$ cat config.mk
export PLATFORM = sky130hd
export DESIGN_NAME = axi_lite_cmd_master
export DESIGN_NICKNAME = d
export VERILOG_FILES = /design/src/rtl/axi_lite_cmd_master.sv
export SDC_FILE = /design/constraint.sdc
export NUM_CORES = 1
export LEC_CHECK = 0
export CAP_MARGIN = 20
export CORE_MARGIN = 3
export CORE_UTILIZATION = 25
export DETAILED_ROUTE_END_ITERATION = 7
export GPL_TIMING_DRIVEN = 1
export SKIP_CTS_REPAIR_TIMING = 1
export SLEW_MARGIN = 20
export SYNTH_ARGS = -nofsm -noshare
export SYNTH_HDL_FRONTEND = slang
export SYNTH_SLANG_ARGS = --single-unit
$ cat constraint.sdc
create_clock -name clk -period 1.71 [get_ports clk]
set_input_delay 0.513 -clock clk [delete_from_list [all_inputs] [get_ports clk]]
set_output_delay 0.513 -clock clk [all_outputs]
set_load 0.005 [all_outputs]
$ cat src/rtl/axi_lite_cmd_master.sv
// axi_lite_cmd_master
// Turns a single-beat command/response handshake into one AXI4-Lite master
// transaction at a time, with an optional per-transaction watchdog.
//
// state    | meaning
// ---------+-------------------------------------------------------------
// ST_IDLE  | cmd_ready high, waiting for a command
// ST_WRITE | AW and W valids presented, each drops after its own handshake
// ST_WRESP | both write beats accepted, bready high waiting for B
// ST_READ  | arvalid presented, waiting for AR handshake
// ST_RDATA | rready high waiting for R
// ST_RESP  | response presented upstream, held until rsp_ready
module axi_lite_cmd_master #(
    parameter int ADDR_WIDTH     = 32,
    parameter int DATA_WIDTH     = 32,
    parameter int STROBE_WIDTH   = DATA_WIDTH / 8,
    parameter int TIMEOUT_CYCLES = 1024
) (
    input  logic                    clk,
    input  logic                    rst,

    input  logic                    i_cmd_valid,
    output logic                    o_cmd_ready,
    input  logic                    i_cmd_wr,
    input  logic [ADDR_WIDTH-1:0]   i_cmd_addr,
    input  logic [DATA_WIDTH-1:0]   i_cmd_data,
    input  logic [STROBE_WIDTH-1:0] i_cmd_strb,

    output logic                    o_rsp_valid,
    input  logic                    i_rsp_ready,
    output logic                    o_rsp_wr,
    output logic [1:0]              o_rsp_resp,
    output logic                    o_rsp_timeout,
    output logic [DATA_WIDTH-1:0]   o_rsp_data,

    output logic                    o_awvalid,
    input  logic                    i_awready,
    output logic [ADDR_WIDTH-1:0]   o_awaddr,
    output logic                    o_wvalid,
    input  logic                    i_wready,
    output logic [DATA_WIDTH-1:0]   o_wdata,
    output logic [STROBE_WIDTH-1:0] o_wstrb,
    input  logic                    i_bvalid,
    output logic                    o_bready,
    input  logic [1:0]              i_bresp,

    output logic                    o_arvalid,
    input  logic                    i_arready,
    output logic [ADDR_WIDTH-1:0]   o_araddr,
    input  logic                    i_rvalid,
    output logic                    o_rready,
    input  logic [1:0]              i_rresp,
    input  logic [DATA_WIDTH-1:0]   i_rdata
);

    localparam int CNT_W = (TIMEOUT_CYCLES > 0) ? $clog2(TIMEOUT_CYCLES + 1) : 1;
    // Counter value seen on the edge where the count reaches TIMEOUT_CYCLES.
    localparam logic [CNT_W-1:0] CNT_LAST =
        (TIMEOUT_CYCLES > 0) ? CNT_W'(TIMEOUT_CYCLES - 1) : '0;

    localparam logic [1:0] RESP_TIMEOUT = 2'b10;

    typedef enum logic [2:0] {
        ST_IDLE,
        ST_WRITE,
        ST_WRESP,
        ST_READ,
        ST_RDATA,
        ST_RESP
    } state_t;

    state_t                  state_q;
    logic [CNT_W-1:0]        cnt_q;
    logic [CNT_W-1:0]        cnt_d;
    logic                    wd_expired;
    logic                    rsp_hs;
    logic                    aw_pend;
    logic                    w_pend;

    logic                    cmd_ready_q;
    logic                    wr_q;
    logic [ADDR_WIDTH-1:0]   addr_q;
    logic [DATA_WIDTH-1:0]   wdata_q;
    logic [STROBE_WIDTH-1:0] wstrb_q;
    logic                    awvalid_q;
    logic                    wvalid_q;
    logic                    bready_q;
    logic                    arvalid_q;
    logic                    rready_q;
    logic                    rsp_valid_q;
    logic                    rsp_wr_q;
    logic [1:0]              rsp_resp_q;
    logic                    rsp_timeout_q;
    logic [DATA_WIDTH-1:0]   rsp_data_q;

    // Watchdog count and expiry; only the four AXI-wait states consume budget.
    always_comb begin
        cnt_d      = cnt_q;
        wd_expired = 1'b0;
        if ((TIMEOUT_CYCLES > 0) &&
            (state_q inside {ST_WRITE, ST_WRESP, ST_READ, ST_RDATA})) begin
            cnt_d      = cnt_q + CNT_W'(1);
            wd_expired = (cnt_q == CNT_LAST);
        end
    end

    // Handshake qualifiers used by the FSM.
    always_comb begin
        aw_pend = awvalid_q && !i_awready;
        w_pend  = wvalid_q && !i_wready;
        // A slave response landing on the expiry edge still completes normally.
        rsp_hs  = ((state_q == ST_WRESP) && bready_q && i_bvalid) ||
                  ((state_q == ST_RDATA) && rready_q && i_rvalid);
    end

    // Transaction FSM with all outputs registered.
    always_ff @(posedge clk) begin
        if (!rst) begin
            state_q       <= ST_IDLE;
            cnt_q         <= '0;
            cmd_ready_q   <= 1'b0;
            wr_q          <= 1'b0;
            addr_q        <= '0;
            wdata_q       <= '0;
            wstrb_q       <= '0;
            awvalid_q     <= 1'b0;
            wvalid_q      <= 1'b0;
            bready_q      <= 1'b0;
            arvalid_q     <= 1'b0;
            rready_q      <= 1'b0;
            rsp_valid_q   <= 1'b0;
            rsp_wr_q      <= 1'b0;
            rsp_resp_q    <= 2'b00;
            rsp_timeout_q <= 1'b0;
            rsp_data_q    <= '0;
        end else begin
            cnt_q <= cnt_d;
            if (wd_expired && !rsp_hs) begin
                // Abandon the bus transaction; a late slave response is never
                // accepted because every ready is dropped here.
                awvalid_q     <= 1'b0;
                wvalid_q      <= 1'b0;
                bready_q      <= 1'b0;
                arvalid_q     <= 1'b0;
                rready_q      <= 1'b0;
                rsp_valid_q   <= 1'b1;
                rsp_wr_q      <= wr_q;
                rsp_resp_q    <= RESP_TIMEOUT;
                rsp_timeout_q <= 1'b1;
                rsp_data_q    <= '0;
                state_q       <= ST_RESP;
            end else begin
                case (state_q)
                    ST_IDLE: begin
                        if (cmd_ready_q && i_cmd_valid) begin
                            cmd_ready_q <= 1'b0;
                            cnt_q       <= '0;
                            wr_q        <= i_cmd_wr;
                            addr_q      <= i_cmd_addr;
                            wdata_q     <= i_cmd_data;
                            wstrb_q     <= i_cmd_strb;
                            if (i_cmd_wr) begin
                                awvalid_q <= 1'b1;
                                wvalid_q  <= 1'b1;
                                state_q   <= ST_WRITE;
                            end else begin
                                arvalid_q <= 1'b1;
                                state_q   <= ST_READ;
                            end
                        end else begin
                            cmd_ready_q <= 1'b1;
                        end
                    end
                    ST_WRITE: begin
                        awvalid_q <= aw_pend;
                        wvalid_q  <= w_pend;
                        if (!aw_pend && !w_pend) begin
                            bready_q <= 1'b1;
                            state_q  <= ST_WRESP;
                        end
                    end
                    ST_WRESP: begin
                        if (rsp_hs) begin
                            bready_q      <= 1'b0;
                            rsp_valid_q   <= 1'b1;
                            rsp_wr_q      <= 1'b1;
                            rsp_resp_q    <= i_bresp;
                            rsp_timeout_q <= 1'b0;
                            rsp_data_q    <= '0;
                            state_q       <= ST_RESP;
                        end
                    end
                    ST_READ: begin
                        if (arvalid_q && i_arready) begin
                            arvalid_q <= 1'b0;
                            rready_q  <= 1'b1;
                            state_q   <= ST_RDATA;
                        end
                    end
                    ST_RDATA: begin
                        if (rsp_hs) begin
                            rready_q      <= 1'b0;
                            rsp_valid_q   <= 1'b1;
                            rsp_wr_q      <= 1'b0;
                            rsp_resp_q    <= i_rresp;
                            rsp_timeout_q <= 1'b0;
                            rsp_data_q    <= i_rdata;
                            state_q       <= ST_RESP;
                        end
                    end
                    ST_RESP: begin
                        // cmd_ready comes back one cycle after re-entering IDLE.
                        if (i_rsp_ready) begin
                            rsp_valid_q <= 1'b0;
                            state_q     <= ST_IDLE;
                        end
                    end
                    default: begin
                        state_q <= ST_IDLE;
                    end
                endcase
            end
        end
    end

    assign o_cmd_ready   = cmd_ready_q;
    assign o_rsp_valid   = rsp_valid_q;
    assign o_rsp_wr      = rsp_wr_q;
    assign o_rsp_resp    = rsp_resp_q;
    assign o_rsp_timeout = rsp_timeout_q;
    assign o_rsp_data    = rsp_data_q;
    assign o_awvalid     = awvalid_q;
    assign o_awaddr      = addr_q;
    assign o_wvalid      = wvalid_q;
    assign o_wdata       = wdata_q;
    assign o_wstrb       = wstrb_q;
    assign o_bready      = bready_q;
    assign o_arvalid     = arvalid_q;
    assign o_araddr      = addr_q;
    assign o_rready      = rready_q;

endmodule

# Word level (Yosys, flattened, before mapping)
# Index checks and enable logic that the tools add are counted.
[totals]
ff_bits = 126
inputBits = 114
out_inout_bits = 143
word_cells = 127
[classes]
add_sub_neg = 1
eq_ne = 22
n_mux = 42
bitwise = 2
reduce_logical = 41
[op_table]
columns = ["cell", "n"]
rows = [
  ["$mux W32", 2],
  ["$pmux W32 S2", 1],
  ["$mux W11", 4],
  ["$reduce_and A3 Y1", 7],
  ["$mux W3", 6],
  ["$mux W1", 16],
  ["$pmux W3 S5", 1],
  ["$pmux W1 S2", 7],
  ["$reduce_bool A2 Y1", 7],
  ["$ne A2 B2 Y1 const B", 6],
  ["$add A11 B1 Y11 const B", 1],
  ["$eq A11 B10 Y1 const B", 1],
  ["$logic_and A1 B1 Y1", 10],
  ["$reduce_and A5 Y1", 2],
  ["$ne A3 B1 Y1 const B", 3],
  ["$mux W2", 4],
  ["$eq A3 B2 Y1 const B", 2],
  ["$eq A3 B3 Y1 const B", 2],
  ["$ne A2 B1 Y1 const B", 3],
  ["$ne A3 B2 Y1 const B", 2],
  ["$ne A3 B3 Y1 const B", 2],
  ["$reduce_bool A3 Y1", 2],
  ["$logic_not A1 Y1", 5],
  ["$pmux W2 S2", 1],
  ["other kinds (8)", 11],
]

# Depth between registers and ports, before layout
[depth]
depth_word = 8
ltp_mapped = 8

# Least setup slack after synthesis
# Ideal clock, no wire load.
[synth_timing]
path_kind = "in2reg"
start = "in i_bvalid"
end = "reg state_q[1]"
setup_time_ns = 0.120
arrival_time_ns = 1.550
required_time_ns = 1.590
slack_ns = 0.040
path_stages = 7
n_path_buf = 2
cell_sequence = "and3b_1 a2bb2oi_2 nand4_4 nand2_2 buf_6 buf_6 a21oi_2"
[synth_via]
elab_chain_cells = 5
elab_cells_between_ends = 7
classes_between = "eq/ne (1); reduce/logical (6)"
[synth_lines]
columns = ["item", "line", "rtl"]
rows = [
  ["start, declared", "43", "input logic i_bvalid,"],
  ["$logic_and A1 B1 Y1 *", "112", "rsp_hs = ((state_q == ST_WRESP) && bready_q && i_bvalid) ||"],
  ["$logic_or A1 B1 Y1 *", "112", ""],
  ["branches (longest 3 deep; another with $reduce_and A5 Y1)", "--", ""],
  ["end signal, assigned", "119", "state_q <= ST_IDLE;"],
  ["end signal, assigned", "151", "state_q <= ST_RESP;"],
  ["end signal, assigned", "165", "state_q <= ST_WRITE;"],
  ["end, declared", "72", "state_t state_q;"],
]
# Every way passes the cells marked *.
# A chain may end at the register's enable or synchronous reset.

# Worst setup path in the final report
[layout_timing]
start = "reg state_q[0]"
end = "reg wdata_q[1], in the netlist o_wdata[1]"
[layout_via]
elab_chain_cells = 8
elab_cells_between_ends = 16
classes_between = "eq/ne (4); mux (1); bitwise (1); reduce/logical (10)"
[layout_lines]
columns = ["item", "line", "rtl"]
rows = [
  ["$eq A3 B2 Y1 / $eq A3 B3 Y1 (equally long branches)", "101, 112, 113", ""],
  ["$logic_and A1 B1 Y1 (on tied branches) (2 in a row)", "112, 113", ""],
  ["$logic_or A1 B1 Y1", "112", ""],
  ["$logic_not A1 Y1", "138", "if (wd_expired && !rsp_hs) begin"],
  ["$logic_and A1 B1 Y1", "138", ""],
  ["$not A1 Y1 (no source line)", "--", ""],
  ["$reduce_and A3 Y1 (no source line) *", "--", ""],
  ["end signal, assigned", "160", "wdata_q <= i_cmd_data;"],
  ["end, declared", "83", "logic [DATA_WIDTH-1:0] wdata_q;"],
]
# Mark *: on every way between the ends. The rest lies on a longest branch, timed or not.

==> impl_results.md <==
* Status: finished clean
* NumNets Final at 1004
* CP Max Fanout at 5
* Clock Tree Root: clkbuf_16
* Worst EP required at 2.05 ns
* DRC errors left at 0
* Leakage at 5.73 nW
* RR Endpoint: o_wdata[1]
* Switch Pwr at 2.95 mW
* Internal at 7.24 mW
* EDFF count, synth at 0
* Critical path launch point: state_q[0]
* Post-layout worst setup margin at 0.0255 ns
* Syn Area/Cell at 8.09 sq um
* Final hold violations at 0
* Tmin final at 1.68 ns
* Synth unique cells at 42
* Grt ovf at 0
* Main area contributors after synthesis: dfxtp_1 50%, nand2_1 14%, a21oi_1 10%
* Most used cell, CP: buf_6
* Clock power frac at 34.5%
* # IOs at 257
* Synth top area share at 50.2%
* Final instance area at 9300 sq um
* 1st-iter DRT viols at 157
* Vias at 5070
* WP buf/inv at 5
* Row cnt at 51
* Pwr dens at 1100 nW/um^2
* Comb pwr share at 31.3%
* TritonRoute pass-1 iters at 4
* Yosys warning count at 0
* Largest net degree at the start of global routing at 40
* Area growth from synthesis to final layout at 85.2%
* Sink Count at 126
* Syn Inst Count at 621
* Syn nets at 736
* Slew @ Worst Pin at 0.362 ns
* Post-Place Setup Slack at -0.459 ns
* Power share of the sequential group at 34.3%
* Number of antenna violations at the first check in global routing at 0
* Worst reg2reg setup slack at 0.03 ns
* Diode count at 0
* WL/cell at 15.0 microns
* Clock Latency Late Sink at 0.41 ns
* Slowest CP cell: dfxtp_4
* Die ar. at 21800 sq um
* Worst VDD drop at 0.678 mV
* CORE AREA at 19600 sq um
* Vias in the first global route at 4771
* Final wirelength at 17500 microns
* Final setup viols at 0
* Most frequent cells in the layout: 188 x nand2_1, 144 x dlymetal6s2s_1, 112 x clkdlybuf4s50_1, 98 x a21oi_1, 96 x dfxtp_1
* Number of vias per cell at 4.34
* Fin crit share at 98.5%
* Crit Path Class: reg -> reg
* Post-Place Cell Area at 8080 sq um
* Critical path endpoint category: flip-flop
* Synth Flop Type: dfxtp_1
* CP top delay family: buffers and inverters
* Sw Ratio at 29.0%
* WHS Path Cells at 2
* Max cap viols at 0
* Htree depth at 4
* Total Routing Usage GR at 14.7%
* HPWL Detailed at 12000 microns
* CTS tree: yes
* Cells along the critical path: buf_6 -> nand3b_1 -> buf_6 -> nor3_4 -> buf_6 -> buf_12 -> clkbuf_16 -> nand2_1 -> a21oi_1
* WHS Endpoint: o_rsp_data[15]
* Hold Startpoint: o_rsp_data[15]
* Proportion of layout cells with a drive suffix above 1 at 17.5%
* Die Ht at 148 microns
* First-pass GRT wire length at 25400 microns
* Arr. time, crit path at 2.03 ns
* TritonCTS Buffers at 17
* Port buffer count at 256
* Relative slew slack at 75.6%
* Max incr delay on CP at 0.35 ns
* Hold Path Class: reg -> reg
* Pins Over Slew Limit at 0
* Commonest non-fill, non-tap cell in the layout: nand2_1
* Sequential share of the synthesized area at 50.2%
* Final ANT Viol Nets at 0
* Finished Core Util at 47.5%
* Routability congestion estimate at 0.770
* Worst-case reg-to-reg path depth at 9
* Worst flop-to-flop path startpoint: state_q[0]
* Startpoint Class: flip-flop
* Clock Path Buffers at 2
* Synth Register Bits at 126
* Worst-path clk slew at 0.06 ns
* Setup TNS at 0 ns
* Netlist Area Pre-Place at 5020 sq um
* Ys async rst share at 0%
* Largest area contributor in the netlist: dfxtp_1
* Initial Utilization at 25.6%
* Chip Width at 148 microns
* Final setup skew at 0.00397 ns
* Fmax at 0.594 GHz
==> flip-flops by register name (all words and copies together), names as in the netlist, 2 cells and up <==
name / count
o_araddr: 32
state_q: 3
cnt_q: 11
o_wstrb: 4
o_rsp_data: 32
o_wdata: 32
o_rsp_resp: 2
==> tightest hold or removal path, stage by stage (launching register included) <==
cell     delay [ns]
dfxtp_1        0.30
nand2_1        0.05
a21oi_1        0.05
==> final cells by class <==
type | count | area, sq um
tap | 265 | 332
clock buffer | 17 | 425
fill | 1893 | 10300
sequential | 126 | 2560
clock inverter | 15 | 149
timing repair buffer | 323 | 3700
multi-input combinational | 416 | 2110
inverter | 5 | 18.8
==> cell families (layout without fill, tap and decap cells) <==
logic type,after synthesis,count (layout),share of synthesized area [%]
and+or+nand+nor,273,273,23.4
AOI/OAI and AO/OA,128,128,14.4
DFF,126,126,50.2
buffers and inverters,79,360,9.22
xor gates and xnor gates,11,11,1.92
muxes,3,3,0.598
adders and majority gates,1,1,0.249
==> stage by stage <==
step	power [mW]	hold slack, ns	cells
after CTS	10.1	0.451	1155
after global routing	10.8	0.471	1167
after global placement	6.46	0.437	1123
final	10.2	0.443	1167
after floorplan	4.71	0.436	621
after detailed placement	6.47	0.443	1123
==> Yosys cell counts (2+ instances only) <==
cell and number:
a21oi_1 102, a21oi_2 10, buf_2 10, buf_4 35, buf_6 3, clkbuf_1 26
dfxtp_1 126, inv_1 5, mux2i_1 3, nand2_1 189, nand3_1 41, nand3b_1 2
nand4_1 3, nor2_1 22, nor3_2 2, nor4_1 2, o211ai_1 2, o21a_1 2
o21ai_0 4, xnor2_1 3, xor2_1 8
==> power groups by stage <==
stage | clock network (mW) | registers, mW | logic (mW)
floorplan | 0 | 3.53 | 1.18
global placement | 0 | 3.54 | 2.93
detailed placement | 0 | 3.55 | 2.92
CTS | 3.63 | 3.49 | 2.94
global route | 3.78 | 3.54 | 3.46
finish | 3.51 | 3.49 | 3.19
==> worst max path at each step <==
stage | endpoint | cells past startpoint
after floorplan | state_q[1] | 7
after global placement | o_wdata[1] | 6
after detailed placement | o_wdata[10] | 6
after CTS | o_awaddr[16] | 1
after global routing | o_wdata[1] | 9
final | o_wdata[1] | 9
==> per-layer routing <==
metal,up-vias,part of all wire [%],GRT usage [%]
met1,2284,41,17.1
met5,-,0,0
met4,0,1.3,5.27
met2,205,47,22.7
li1,2564,-,-
met3,17,11,8.12
No activity file was read; power rests on OpenSTA's default activity.
